### src/rtl/fu_div.sv
// fu_div: multi-cycle restoring divider FU for RV32M DIV/DIVU/REM/REMU.
// Retires BITS_PER_CYCLE quotient bits per DIVIDE cycle. One op is in flight
// at a time. kill squashes the op in flight.
//
// Ports
//   clock, reset          rising-edge clock, async active-high reset
//   start                 issue request, taken only while busy==0
//   kill                  sync squash of the op in flight
//   mode[1:0]             00 DIV, 01 DIVU, 10 REM, 11 REMU (funct3[1:0])
//   dividend, divisor     rs1/rs2, sampled on the accept edge only
//   result                quotient or remainder, valid with done, held after
//   done                  one-cycle registered completion pulse
//   busy                  high in any state other than IDLE

// One restoring step: shift {rem,quo} left by one, then trial-subtract.
// rem < dvsr on entry, so the shifted value fits in XLEN+1 bits.
module fu_div_step #(
  parameter int XLEN = 32
) (
  input  logic [XLEN-1:0] rem,
  input  logic [XLEN-1:0] quo,
  input  logic [XLEN-1:0] dvsr,
  output logic [XLEN-1:0] rem_nxt,
  output logic [XLEN-1:0] quo_nxt
);
  logic [XLEN:0] shifted;
  logic [XLEN:0] diff;

  assign shifted = {rem, quo[XLEN-1]};
  assign diff    = shifted - {1'b0, dvsr};
  // A clear borrow bit means the trial subtract holds.
  assign rem_nxt = diff[XLEN] ? shifted[XLEN-1:0] : diff[XLEN-1:0];
  assign quo_nxt = {quo[XLEN-2:0], ~diff[XLEN]};
endmodule

module fu_div #(
  parameter int XLEN           = 32,
  parameter int BITS_PER_CYCLE = 2
) (
  input  logic            clock,
  input  logic            reset,
  input  logic            start,
  input  logic            kill,
  input  logic [1:0]      mode,
  input  logic [XLEN-1:0] dividend,
  input  logic [XLEN-1:0] divisor,
  output logic [XLEN-1:0] result,
  output logic            done,
  output logic            busy
);
  localparam int K     = XLEN / BITS_PER_CYCLE;
  localparam int CNT_W = (K > 1) ? $clog2(K) : 1;
  localparam logic [XLEN-1:0] MIN_NEG = {1'b1, {(XLEN-1){1'b0}}};

  typedef enum logic [1:0] {S_IDLE, S_SETUP, S_DIVIDE, S_FIXUP} state_t;

  typedef struct packed {
    logic [1:0]      mode;
    logic [XLEN-1:0] a;
    logic [XLEN-1:0] b;
  } req_t;

  state_t state, state_d;
  req_t req_q;
  logic [XLEN-1:0] rem_q, quo_q, dvsr_q;
  logic [CNT_W-1:0] cnt_q;
  logic q_neg_q, r_neg_q, bypass_q;

  // Operand decode for SETUP.
  logic            is_signed, a_neg, b_neg, div_zero, ovf;
  logic [XLEN-1:0] a_abs, b_abs;

  assign is_signed = ~req_q.mode[0];
  assign a_neg     = is_signed & req_q.a[XLEN-1];
  assign b_neg     = is_signed & req_q.b[XLEN-1];
  assign a_abs     = a_neg ? (~req_q.a + 1'b1) : req_q.a;
  assign b_abs     = b_neg ? (~req_q.b + 1'b1) : req_q.b;
  assign div_zero  = (req_q.b == '0);
  assign ovf       = is_signed & (req_q.a == MIN_NEG) & (&req_q.b);

  // Chain of BITS_PER_CYCLE restoring steps evaluated in one cycle.
  logic [BITS_PER_CYCLE:0][XLEN-1:0] rem_ch, quo_ch;
  assign rem_ch[0] = rem_q;
  assign quo_ch[0] = quo_q;

  for (genvar g = 0; g < BITS_PER_CYCLE; g++) begin : g_step
    fu_div_step #(.XLEN(XLEN)) u_step (
      .rem     (rem_ch[g]),
      .quo     (quo_ch[g]),
      .dvsr    (dvsr_q),
      .rem_nxt (rem_ch[g+1]),
      .quo_nxt (quo_ch[g+1])
    );
  end

  // Sign fixup. Special cases already hold their final values.
  logic [XLEN-1:0] quo_fix, rem_fix, sel;
  assign quo_fix = (q_neg_q & ~bypass_q) ? (~quo_q + 1'b1) : quo_q;
  assign rem_fix = (r_neg_q & ~bypass_q) ? (~rem_q + 1'b1) : rem_q;
  assign sel     = req_q.mode[1] ? rem_fix : quo_fix;

  assign busy = (state != S_IDLE);

  always_ff @(posedge clock or posedge reset) begin
    if (reset) state <= S_IDLE;
    else       state <= state_d;
  end

  always_comb begin
    state_d = state;
    case (state)
      S_IDLE:   if (start) state_d = S_SETUP;
      S_SETUP:  state_d = (div_zero | ovf) ? S_FIXUP : S_DIVIDE;
      S_DIVIDE: if (cnt_q == '0) state_d = S_FIXUP;
      S_FIXUP:  state_d = S_IDLE;
      default:  state_d = S_IDLE;
    endcase
    // kill wins over everything, including a same-cycle start.
    if (kill) state_d = S_IDLE;
  end

  always_ff @(posedge clock or posedge reset) begin
    if (reset) begin
      req_q    <= '0;
      rem_q    <= '0;
      quo_q    <= '0;
      dvsr_q   <= '0;
      cnt_q    <= '0;
      q_neg_q  <= 1'b0;
      r_neg_q  <= 1'b0;
      bypass_q <= 1'b0;
      result   <= '0;
      done     <= 1'b0;
    end else begin
      done <= 1'b0;
      if (!kill) begin
        case (state)
          S_IDLE: if (start) req_q <= '{mode: mode, a: dividend, b: divisor};
          S_SETUP: begin
            q_neg_q  <= a_neg ^ b_neg;
            r_neg_q  <= a_neg;
            bypass_q <= div_zero | ovf;
            cnt_q    <= CNT_W'(K - 1);
            rem_q    <= '0;
            dvsr_q   <= b_abs;
            if (div_zero) begin
              quo_q <= '1;
              rem_q <= req_q.a;
            end else if (ovf) begin
              quo_q <= MIN_NEG;
            end else begin
              quo_q <= a_abs;
            end
          end
          S_DIVIDE: begin
            rem_q <= rem_ch[BITS_PER_CYCLE];
            quo_q <= quo_ch[BITS_PER_CYCLE];
            cnt_q <= cnt_q - CNT_W'(1);
          end
          S_FIXUP: begin
            result <= sel;
            done   <= 1'b1;
          end
          default: ;
        endcase
      end
    end
  end
endmodule

### config.mk
export PLATFORM = sky130hd
export DESIGN_NAME = fu_div
export DESIGN_NICKNAME = d
export VERILOG_FILES = /design/src/rtl/fu_div.sv
export SDC_FILE = /design/constraint.sdc
export NUM_CORES = 1
export LEC_CHECK = 0
export CORE_MARGIN = 8
export CORE_UTILIZATION = 55
export DETAILED_ROUTE_END_ITERATION = 7
export PLACE_DENSITY = 0.78
export SKIP_LAST_GASP = 1
export SYNTH_ARGS = -nofsm -noshare
export SYNTH_HDL_FRONTEND = slang
export SYNTH_HIERARCHICAL = 1
export SYNTH_SLANG_ARGS = --single-unit
### constraint.sdc
create_clock -name clock -period 8.7 [get_ports clock]
set_input_delay 1.74 -clock clock [delete_from_list [all_inputs] [get_ports clock]]
set_output_delay 1.74 -clock clock [all_outputs]
set_load 0.03 [all_outputs]
==> key figures, run 1 <==
Status
  – Status: complete, no violations

Floorplan
  – Boundary pin count: 104
  – Die height: 189 µm
  – Core area: 29500 µm²
  – Die Width: 189 µm
  – # rows: 63
  – Initial core utilization: 55.5%
  – Die area: 35500 µm²

Synthesis
  – Mapped Cells: 1860
  – Synth top area share: 31.2%
  – Synthesized area: 16400 µm²
  – #FFs+latches synth: 204
  – Ranking of synthesized cells by area: dfrtp_1 31%, ha_1 5.7%, xnor2_1 5.2%
  – Post-synthesis average cell area: 8.80 µm²
  – Distinct cells, synth: 82
  – Sequential area share after synthesis: 31.2%
  – Asr flop ratio synth: 100%
  – Yosys warnings: 6
  – EDFF count, synth: 0
  – Synth Flop Type: dfrtp_1
  – Post-synth top cells: 204 x dfrtp_1, 158 x nand2_1, 150 x o21ai_0
  – Synthesized Nets: 2007
  – Biggest area consumer among synthesized cells: dfrtp_1
  – Most frequent cell after synthesis: dfrtp_1

Clocking
  – H-Tree Depth: 1
  – Post_cts resized: 0
  – Clock Sinks: 204
  – CTS tree: done
  – Max clock buf depth: 3
  – Setup Buffers After CTS: 0
  – Clk root buf: clkbuf_16
  – Hold-fix buffers at CTS: 0
  – CTS clk-pin slew, worst paths: 0.06 ns
  – Worst skew pair latency: 0.55 ns
  – CTS buffer count: 24

Routing
  – Final wirelength: 51.2 mm
  – Drt initial violations: 1350
  – Post-route ant nets: 0
  – Vias: 14500
  – DRC Markers: 0
  – Avg WL per Cell: 22.7 µm
  – Vias per Instance: 6.41
  – DR pass1 iterations: 6

Cells and area
  – Antenna cells: 0
  – # fillers: 2566
  – Layout cells sized above 1: 11.3%
  – Final #Nets: 2001
  – Final Core Density: 60.5%
  – Synthesis-to-layout area growth: 9.01%
  – Flip-flop and latch area: 5100 µm²
  – Multi-input gate area: 9900 µm²

Place
  – Post-DP HPWL: 38.9 mm
  – Post-Place Worst Slack: 1.83 ns
  – GPL Wtd Cong: 0.961
  – Port Buffer Count: 103

STA
  – Final setup viols: 0
  – Fmax: 143 MHz
  – Setup TNS Final: 0 ns
  – Min Clock Period, post-route: 6.97 ns
  – Worst setup margin: 1.73 ns
  – Worst slew margin: 16.1%
  – RSZ-0062 raised after global routing: no
  – Final Max Slew Viols: 0
  – Period utilisation layout: 80.1%
  – Least-Margin Pin Slew: 1.26 ns
  – Final Skew: 0.0172 ns
  – Final Hold Fails: 0

Global routing
  – GR Layer Usage met1: 38.7%
  – Most used routing layer: met2
  – GRT Residual Overflow: 0
  – Met2 Use GR: 43.2%
  – First-pass GRT wire length: 80.5 mm
  – Vias in the first global route: 13900
  – Initial antenna violation count: 2
  – Largest net degree at the start of global routing: 80
  – Met3 Resource Use GR: 5.42%
  – Gr usage total: 28.3%

Critical path
  – Buf+Inv Stages, Crit Path: 3
  – CP top delay family: compound AO/OA/AOI/OAI gates
  – Crit. Startpoint: quo_q[31]$_DFFE_PP0P_
  – Setup CP Type: flip-flop to flip-flop
  – WP data required: 9.12 ns
  – Reg-to-Reg Start: quo_q[31]$_DFFE_PP0P_
  – Slowest stage delay, CP: 0.41 ns
  – Crit end category: flip-flop
  – CP arrival: 7.39 ns
  – Slowest stage cell, crit path: dfrtp_1
  – Crit start category: flip-flop
  – Worst-path fanout max: 24

Worst hold path
  – Hold Crit Start: result[0]$_DFFE_PP0P_
  – Hold crit path type: flip-flop to flip-flop

Run
  – Max-Cap Viols: 0
[per-stage QoR]
| stage | hold slack, ns | std cells | cell area [µm²] |
|---|---|---|---|
| 2_1_floorplan | 0.442 | 1860 | 16400 |
| 4_1_cts | 0.482 | 2261 | 17800 |
| 6_report | 0.476 | 2261 | 17800 |
| 3_5_place_dp | 0.469 | 2218 | 17000 |
| 5_1_grt | 0.499 | 2261 | 17800 |
| 3_3_place_gp | 0.460 | 2218 | 17000 |
[placed cells by master (no fill, tap or decap), types with 7 or more instances in the layout]
master,n
nor3_1,39
nand2b_1,19
a221oi_1,35
a21o_1,36
nor2b_1,10
mux2_4,38
nor3b_1,7
a31oi_1,23
and3_1,10
o41ai_1,20
nand2_1,158
or4_1,12
nand4_1,25
o31ai_1,29
xnor2_1,98
clkdlybuf4s50_1,103
nand3_1,41
dfrtp_1,204
buf_4,19
a21oi_1,113
clkbuf_16,24
o21a_1,15
xor2_1,67
o21ai_1,7
o2111ai_1,8
o22ai_1,9
o21ai_0,150
ha_1,75
mux2_2,76
nor2_1,122
or3_1,32
o21bai_1,8
inv_1,90
mux2i_1,7
nor4_1,21
[layer usage]
layer  part of all wire (%)  vias up
met2                     44      743
met4                    4.5        0
met5                      0        -
met1                     42     6963
met3                    9.6      116
li1                       -     6671
[layout make-up]
cell class	instances	area share (%)
Timing Repair Buffer	122	6.58
Inverter	93	2.08
Clock buffer	30	3.72
Sequential cell	204	28.6
Clock inverter	13	0.792
Tap cell	390	2.73
Multi-Input combinational cell	1409	55.5
[cells by family after synthesis]
kind of cell,synth area share (%)
XOR/XNOR,8.83
adder cells (fa/ha/maj),5.98
buffers and inverters,8.41
flip-flops,31.2
multiplexers,9.42
AND/OR/NAND/NOR,16.2
AO/OA/AOI/OAI,19.9
[sequential cells by signal, indices dropped and copies added, names as in the netlist]
register,flops
bypass_q,1
cnt_q,4
done,1
dvsr_q,32
q_neg_q,1
quo_q,32
r_neg_q,1
rem_q,32
req_q,66
result,32
state,2
[worst reg2reg max path, cell delays in order, from the launching register on]
cell	delay (ns)
dfrtp_1	0.41
inv_1	0.06
ha_1	0.22
fa_1	0.41
and2b_1	0.25
o2111ai_2	0.13
a21oi_2	0.27
o2111ai_1	0.20
a211oi_2	0.34
nor2_4	0.10
mux2i_4	0.35
and2_4	0.32
inv_8	0.14
mux2_4	0.33
ha_1	0.39
and4_1	0.27
and3_4	0.19
a221o_1	0.28
a21oi_1	0.23
a211oi_2	0.14
nor2_4	0.21
mux2i_4	0.41
and2_4	0.31
inv_8	0.14
mux2_4	0.34
a221oi_1	0.30
nor2_1	0.08
[final timing paths]
check | slack, ns | to | depth (start not counted)
min in group asynchronous | 1.66 | req_q[22]$_DFFE_PP0P_ | 2
min | 0.48 | result[0]$_DFFE_PP0P_ | 2
min reg2reg | 0.48 | result[0]$_DFFE_PP0P_ | 2
max in group asynchronous | 5.72 | req_q[39]$_DFFE_PP0P_ | 3
max reg2reg | 1.73 | rem_q[13]$_DFFE_PP0P_ | 26
max | 1.73 | rem_q[13]$_DFFE_PP0P_ | 26
Power of run 1 is left out: the tool's default activity adds up to more than one toggle a clock period on the data nets, which glitch-free logic cannot reach.
==> run 2, diff against run 1 <==
--- a/config.mk
+++ b/config.mk
@@ -8,7 +8,7 @@
 export CORE_MARGIN = 8
 export CORE_UTILIZATION = 55
 export DETAILED_ROUTE_END_ITERATION = 7
-export PLACE_DENSITY = 0.78
+export PLACE_DENSITY = 0.81
 export SKIP_LAST_GASP = 1
 export SYNTH_ARGS = -nofsm -noshare
 export SYNTH_HDL_FRONTEND = slang
==> constraint.sdc (replaced) <==
create_clock -name clock -period 6.35 [get_ports clock]
set_input_delay 1.27 -clock clock [delete_from_list [all_inputs] [get_ports clock]]
set_output_delay 1.27 -clock clock [all_outputs]
set_load 0.03 [all_outputs]
==> run 2 against run 1 <==
First-iteration DRC count rose by 26%. Sequential share of layout area down 0.78 points. Global-route usage hardly changed. Die area unchanged. Largest cell class unchanged. Core utilization rose by 1.7 points. Sequential cell count unchanged. Setup slack worse by 1.5 ns. Design area up 2.8%.
==> key figures, run 2 (synthesis results as in run 1) <==
Cells and area
  – Largest reg by FF count: req_q (unchanged)
  – Max reg flops: 66 (unchanged)
  – Antenna cells: 0 (unchanged)
  – Synthesis-to-layout area growth: 12.1% (was 9.01%)
  – Final #Nets: 2060 (was 2001)
  – Most frequent cells in the layout: 203 x dfrtp_1, 158 x nand2_1, 146 x o21ai_0 (was 204 x dfrtp_1, 158 x nand2_1, 150 x o21ai_0)
  – Leading cell type in the layout, fill and taps excluded: dfrtp_1 (unchanged)
  – Layout cells sized above 1: 14.5% (was 11.3%)

STA
  – Final Hold Fails: 0 (unchanged)
  – Final setup viols: 0 (unchanged)
  – Least-Margin Pin Slew: 1.31 ns (was 1.26 ns)
  – Min Clock Period, post-route: 6.14 ns (was 6.97 ns)
  – Worst slew margin: 12.8% (was 16.1%)
  – RSZ-0062 raised after global routing: no (unchanged)
  – Final Max Slew Viols: 0 (unchanged)
  – Final Skew: 0.0274 ns (was 0.0172 ns)
  – Fmax: 163 MHz (was 143 MHz)
  – Setup TNS Final: 0 ns (unchanged)
  – Period utilisation layout: 96.8% (was 80.1%)

Clocking
  – Worst skew pair latency: 0.54 ns (was 0.55 ns)
  – CTS buffer count: 24 (unchanged)
  – Max clock buf depth: 3 (unchanged)
  – Clock Sinks: 204 (unchanged)
  – CTS tree: done (unchanged)
  – CTS clk-pin slew, worst paths: 0.07 ns (was 0.06 ns)
  – Hold-fix buffers at CTS: 0 (unchanged)
  – H-Tree Depth: 1 (unchanged)
  – Clk root buf: clkbuf_16 (unchanged)

Routing
  – DR pass1 iterations: 6 (unchanged)
  – Post-route ant nets: 0 (unchanged)
  – DRC Markers: 0 (unchanged)
  – Vias: 15000 (was 14500)
  – Drt initial violations: 1702 (was 1350)
  – Vias per Instance: 6.47 (was 6.41)
  – Avg WL per Cell: 22.5 µm (was 22.7 µm)
  – Final wirelength: 52.3 mm (was 51.2 mm)

Place
  – Port Buffer Count: 103 (unchanged)
  – GPL Wtd Cong: 1.00 (was 0.961)
  – Post-DP HPWL: 39.2 mm (was 38.9 mm)

Floorplan
  – Die Width: 189 µm (unchanged)
  – Die height: 189 µm (unchanged)
  – Initial core utilization: 55.5% (unchanged)
  – Core area: 29500 µm² (unchanged)
  – # rows: 63 (unchanged)
  – Die area: 35500 µm² (unchanged)
  – Boundary pin count: 104 (unchanged)

Critical path
  – Worst-path fanout max: 12 (was 24)
  – CP arrival: 6.54 ns (was 7.39 ns)
  – Crit end category: flip-flop (unchanged)
  – Setup CP Type: flip-flop to flip-flop (unchanged)
  – WP data required: 6.75 ns (was 9.12 ns)
  – Crit start category: flip-flop (unchanged)

Global routing
  – First-pass GRT wire length: 81.1 mm (was 80.5 mm)
  – GRT Residual Overflow: 0 (unchanged)
  – Initial antenna violation count: 0 (was 2)
  – Gr usage total: 28.3% (about the same)
  – Vias in the first global route: 14400 (was 13900)
  – Largest net degree at the start of global routing: 144 (was 80)

Worst hold path
  – Hold crit path type: flip-flop to flip-flop (unchanged)

Status
  – Status: complete, no violations (unchanged)

Run
  – Max-Cap Viols: 0 (unchanged)
[run 2: changes by cell type in the layout (fill, tap and decap cells not counted), sizes merged]
| cell | delta |
|---|---|
| clkbuf | +2 |
| and2 | +1 |
| inv | -1 |
| bufinv | -1 |
| buf | +56 |
[run 2: worst max-delay path, stage by stage, from the launching register on]
cell and delay (ns):
dfrtp_1 0.41, ha_1 0.23, fa_2 0.36, and2b_1 0.24, o2111ai_2 0.16, a21oi_2 0.28
o2111ai_2 0.21, a211oi_2 0.29, nor2_4 0.10, mux2i_4 0.22, and2_4 0.23, buf_12 0.14
inv_6 0.17, mux2_4 0.35, ha_2 0.36, a21o_1 0.20, a21o_1 0.17, a21oi_1 0.20
o21ai_1 0.17, nor2_4 0.19, mux2i_4 0.24, and2_4 0.28, buf_4 0.24, o21ai_0 0.12
a221oi_1 0.38, nor2_1 0.08
[run 2: worst paths after layout]
| path | startpoint | to | slack [ns] | depth (start not counted) |
|---|---|---|---|---|
| min reg2reg | result[7]$_DFFE_PP0P_ | result[7]$_DFFE_PP0P_ | 0.48 | 2 |
| max in group asynchronous | reset | dvsr_q[16]$_DFFE_PP0P_ | 4.35 | 3 |
| min in group asynchronous | reset | rem_q[29]$_DFFE_PP0P_ | 1.27 | 3 |
| min | result[7]$_DFFE_PP0P_ | result[7]$_DFFE_PP0P_ | 0.48 | 2 |
| max reg2reg | dvsr_q[0]$_DFFE_PP0P_ | rem_q[12]$_DFFE_PP0P_ | 0.21 | 25 |
| max | dvsr_q[0]$_DFFE_PP0P_ | rem_q[12]$_DFFE_PP0P_ | 0.21 | 25 |
[run 2: timing repair]
item                       4_1_cts  5_1_grt
resized for setup                0       22
setup endpoints to repair        0       32
setup buffers                    0        4
[run 2: per-stage QoR]
step / hold WS (ns) / utilization [%] / std cells / area [µm²] / worst slack, ns
finish: 0.476 / 62.2 / 2318 / 18300 / 0.206
global route: 0.503 / 62.2 / 2318 / 18300 / 0.00252
CTS: 0.480 / 61.7 / 2311 / 18200 / 0.00900
detailed placement: 0.469 / 59.2 / 2270 / 17400 / 0.0784
global placement: 0.460 / 59.2 / 2270 / 17400 / 0.186
floorplan: 0.442 / - / 1860 / 16400 / 0.145
[run 2: cell type report]
type	count	area [µm²]
fillers	2525	11100
multi-input cells	1410	9970
flip-flops and latches	204	5110
repair buffers	178	1620
clock buffers	32	651
well taps	390	488
inverters	93	392
clock inverters	9	97.6
repair inverters	2	20.0
[run 2: metal layers]
layer	GRT usage, %	vias to the layer above	wire length [µm]
met5	0	-	0
met4	15.9	0	3500
met3	6.45	195	5410
met2	42.0	869	22000
met1	37.5	7138	21300
li1	-	6790	-
Power of run 2 is left out for the same reason.
==> run 3, diff against run 2 <==
--- a/config.mk
+++ b/config.mk
@@ -6,9 +6,9 @@
 export NUM_CORES = 1
 export LEC_CHECK = 0
 export CORE_MARGIN = 8
-export CORE_UTILIZATION = 55
+export CORE_UTILIZATION = 50
 export DETAILED_ROUTE_END_ITERATION = 7
-export PLACE_DENSITY = 0.81
+export PLACE_DENSITY = 0.75
 export SKIP_LAST_GASP = 1
 export SYNTH_ARGS = -nofsm -noshare
 export SYNTH_HDL_FRONTEND = slang
==> run 3 against run 2 <==
Core utilization is 5.5 points lower. Global-route usage is 2.3 points lower. Worst hold slack about the same. Non-clock buffer count shrank 10. Largest cell class unchanged.
==> key figures, run 3 (synthesis results as in run 1) <==
Cells and area
  – Layout cells sized above 1: 13.6% (was 14.5%)
  – Leading cell type in the layout, fill and taps excluded: dfrtp_1 (unchanged)
  – Largest reg by FF count: req_q (unchanged)
  – Max reg flops: 66 (unchanged)
  – # fillers: 2939 (was 2525)
  – Layout Cells excl Fill: 2362 (was 2318)
  – Antenna cells: 0 (unchanged)
  – Most frequent cells in the layout: 204 x dfrtp_1, 158 x nand2_1, 148 x o21ai_0 (was 203 x dfrtp_1, 158 x nand2_1, 146 x o21ai_0)
  – Flip-flop and latch area: 5100 µm² (was 5110 µm²)
  – Final #Nets: 2048 (was 2060)
  – Final Core Density: 56.7% (was 62.2%)
  – Synthesis-to-layout area growth: 12.1% (about the same)
  – Multi-input gate area: 9930 µm² (was 9970 µm²)

Routing
  – Vias per Instance: 6.16 (was 6.47)
  – Drt initial violations: 1623 (was 1702)
  – Vias: 14600 (was 15000)
  – Post-route ant nets: 0 (unchanged)
  – Final wirelength: 51.4 mm (was 52.3 mm)
  – Avg WL per Cell: 21.8 µm (was 22.5 µm)
  – DR pass1 iterations: 5 (was 6)
  – DRC Markers: 0 (unchanged)

STA
  – Least-Margin Pin Slew: 1.17 ns (was 1.31 ns)
  – Worst setup margin: 0.222 ns (was 0.206 ns)
  – Fin Hold WS: 0.476 ns (about the same)
  – Period utilisation layout: 96.5% (was 96.8%)
  – Final setup viols: 0 (unchanged)
  – Worst slew margin: 21.8% (was 12.8%)
  – Final Skew: 0.00999 ns (was 0.0274 ns)
  – Final Hold Fails: 0 (unchanged)
  – Fmax: 163 MHz (about the same)
  – Min Clock Period, post-route: 6.13 ns (was 6.14 ns)
  – Final Max Slew Viols: 0 (unchanged)

Clocking
  – H-Tree Depth: 1 (unchanged)
  – Clock Sinks: 204 (unchanged)
  – CTS clk-pin slew, worst paths: 0.06 ns (was 0.07 ns)
  – Hold-fix buffers at CTS: 0 (unchanged)
  – Max clock buf depth: 3 (unchanged)
  – Worst skew pair latency: 0.55 ns (was 0.54 ns)
  – CTS buffer count: 25 (was 24)
  – CTS tree: done (unchanged)
  – Clk root buf: clkbuf_16 (unchanged)

Place
  – Post-DP HPWL: 40.0 mm (was 39.2 mm)
  – Port Buffer Count: 103 (unchanged)
  – Post-Place Worst Slack: 0.213 ns (was 0.0784 ns)
  – Placed insts: 2315 (was 2270)
  – GPL Wtd Cong: 1.01 (was 1.00)

Floorplan
  – Core area: 32400 µm² (was 29500 µm²)
  – Die Width: 197 µm (was 189 µm)
  – Initial core utilization: 50.6% (was 55.5%)
  – # rows: 66 (was 63)
  – Die area: 38800 µm² (was 35500 µm²)
  – Boundary pin count: 104 (unchanged)
  – Die height: 197 µm (was 189 µm)

Critical path
  – CP arrival: 6.53 ns (was 6.54 ns)
  – Worst-path fanout max: 17 (was 12)
  – Setup CP Type: flip-flop to flip-flop (unchanged)
  – Crit start category: flip-flop (unchanged)
  – CP top delay family: compound AO/OA/AOI/OAI gates (unchanged)
  – Crit end category: flip-flop (unchanged)
  – Buf+Inv Stages, Crit Path: 2 (was 3)
  – Slowest stage cell, crit path: a221oi_1 (was dfrtp_1)
  – WP data required: 6.76 ns (was 6.75 ns)
  – Slowest stage delay, CP: 0.48 ns (was 0.41 ns)

Global routing
  – Gr usage total: 26.0% (was 28.3%)
  – Largest net degree at the start of global routing: 157 (was 144)
  – GRT Residual Overflow: 0 (unchanged)
  – Vias in the first global route: 14100 (was 14400)
  – Initial antenna violation count: 0 (unchanged)
  – First-pass GRT wire length: 80.1 mm (was 81.1 mm)

Worst hold path
  – Hold crit path type: flip-flop to flip-flop (unchanged)

Run
  – Max-Cap Viols: 0 (unchanged)

Status
  – Status: complete, no violations (unchanged)
==> run 3: changes by cell type in the layout (fill, tap and decap cells not counted), moves of 2 or more <==
cell / previous run / this run
a221oi_2: 5 / 1
clkinv_8: 2 / 0
o21ai_0: 146 / 148
bufinv_16: 1 / 4
clkinv_2: 2 / 4
a221oi_1: 30 / 34
clkinv_4: 3 / 0
buf_4: 73 / 64
==> run 3: cell type report <==
cell class	count	share of cell area (%)
multi-input cells	1409	54.1
flip-flops and latches	204	27.8
repair buffers	168	8.35
clock buffers	33	3.68
well taps	442	3.01
inverters	93	2.00
clock inverters	13	1.04
==> run 3: worst paths after layout <==
path	slack (ns)	start	to	depth (start not counted)
setup / recovery	0.22	dvsr_q[0]$_DFFE_PP0P_	rem_q[20]$_DFFE_PP0P_	25
hold / removal	0.48	result[8]$_DFFE_PP0P_	result[8]$_DFFE_PP0P_	2
setup reg to reg	0.22	dvsr_q[0]$_DFFE_PP0P_	rem_q[20]$_DFFE_PP0P_	25
hold reg to reg	0.48	result[8]$_DFFE_PP0P_	result[8]$_DFFE_PP0P_	2
max in group asynchronous	3.84	reset	rem_q[5]$_DFFE_PP0P_	4
min in group asynchronous	1.34	reset	result[29]$_DFFE_PP0P_	3
==> run 3: per-layer routing <==
layer	share of wire (%)	track usage [%]	wire, µm	up-vias
met3	9.8	4.79	5050	126
met1	44	36.6	22500	6955
met5	0	0	0	-
li1	-	-	-	6756
met4	4.5	10.1	2290	0
met2	42	39.1	21600	718
==> run 3: worst reg2reg max path, cell delays in order, from the launching register on <==
cell and delay [ns]:
dfrtp_1 0.40, ha_1 0.22, fa_1 0.40, and2b_1 0.24, o2111ai_2 0.13, a21oi_2 0.24, o2111ai_1 0.19, a211oi_2 0.31
nor2_4 0.09, mux2i_4 0.20, and2_4 0.22, inv_8 0.16, mux2_4 0.34, ha_1 0.37, and4_1 0.24, and3_4 0.19
a221o_1 0.30, a21oi_2 0.16, a211oi_2 0.11, nor2_4 0.16, mux2i_4 0.25, and2_4 0.20, buf_4 0.20, o21ai_0 0.11
a221oi_1 0.48, nor2_1 0.08
==> run 3: timing repair <==
item / CTS / global route
resized for setup: 0 / 8
setup endpoints to repair: 0 / 31
setup buffers: 0 / 1
==> run 3: metrics by stage <==
step,instance area (µm²),setup TNS [ns]
finish,18400,0
global route,18400,-0.00274
CTS,18300,0
detailed placement,17500,0
global placement,17500,0
floorplan,16400,0
Power of run 3 is left out for the same reason.
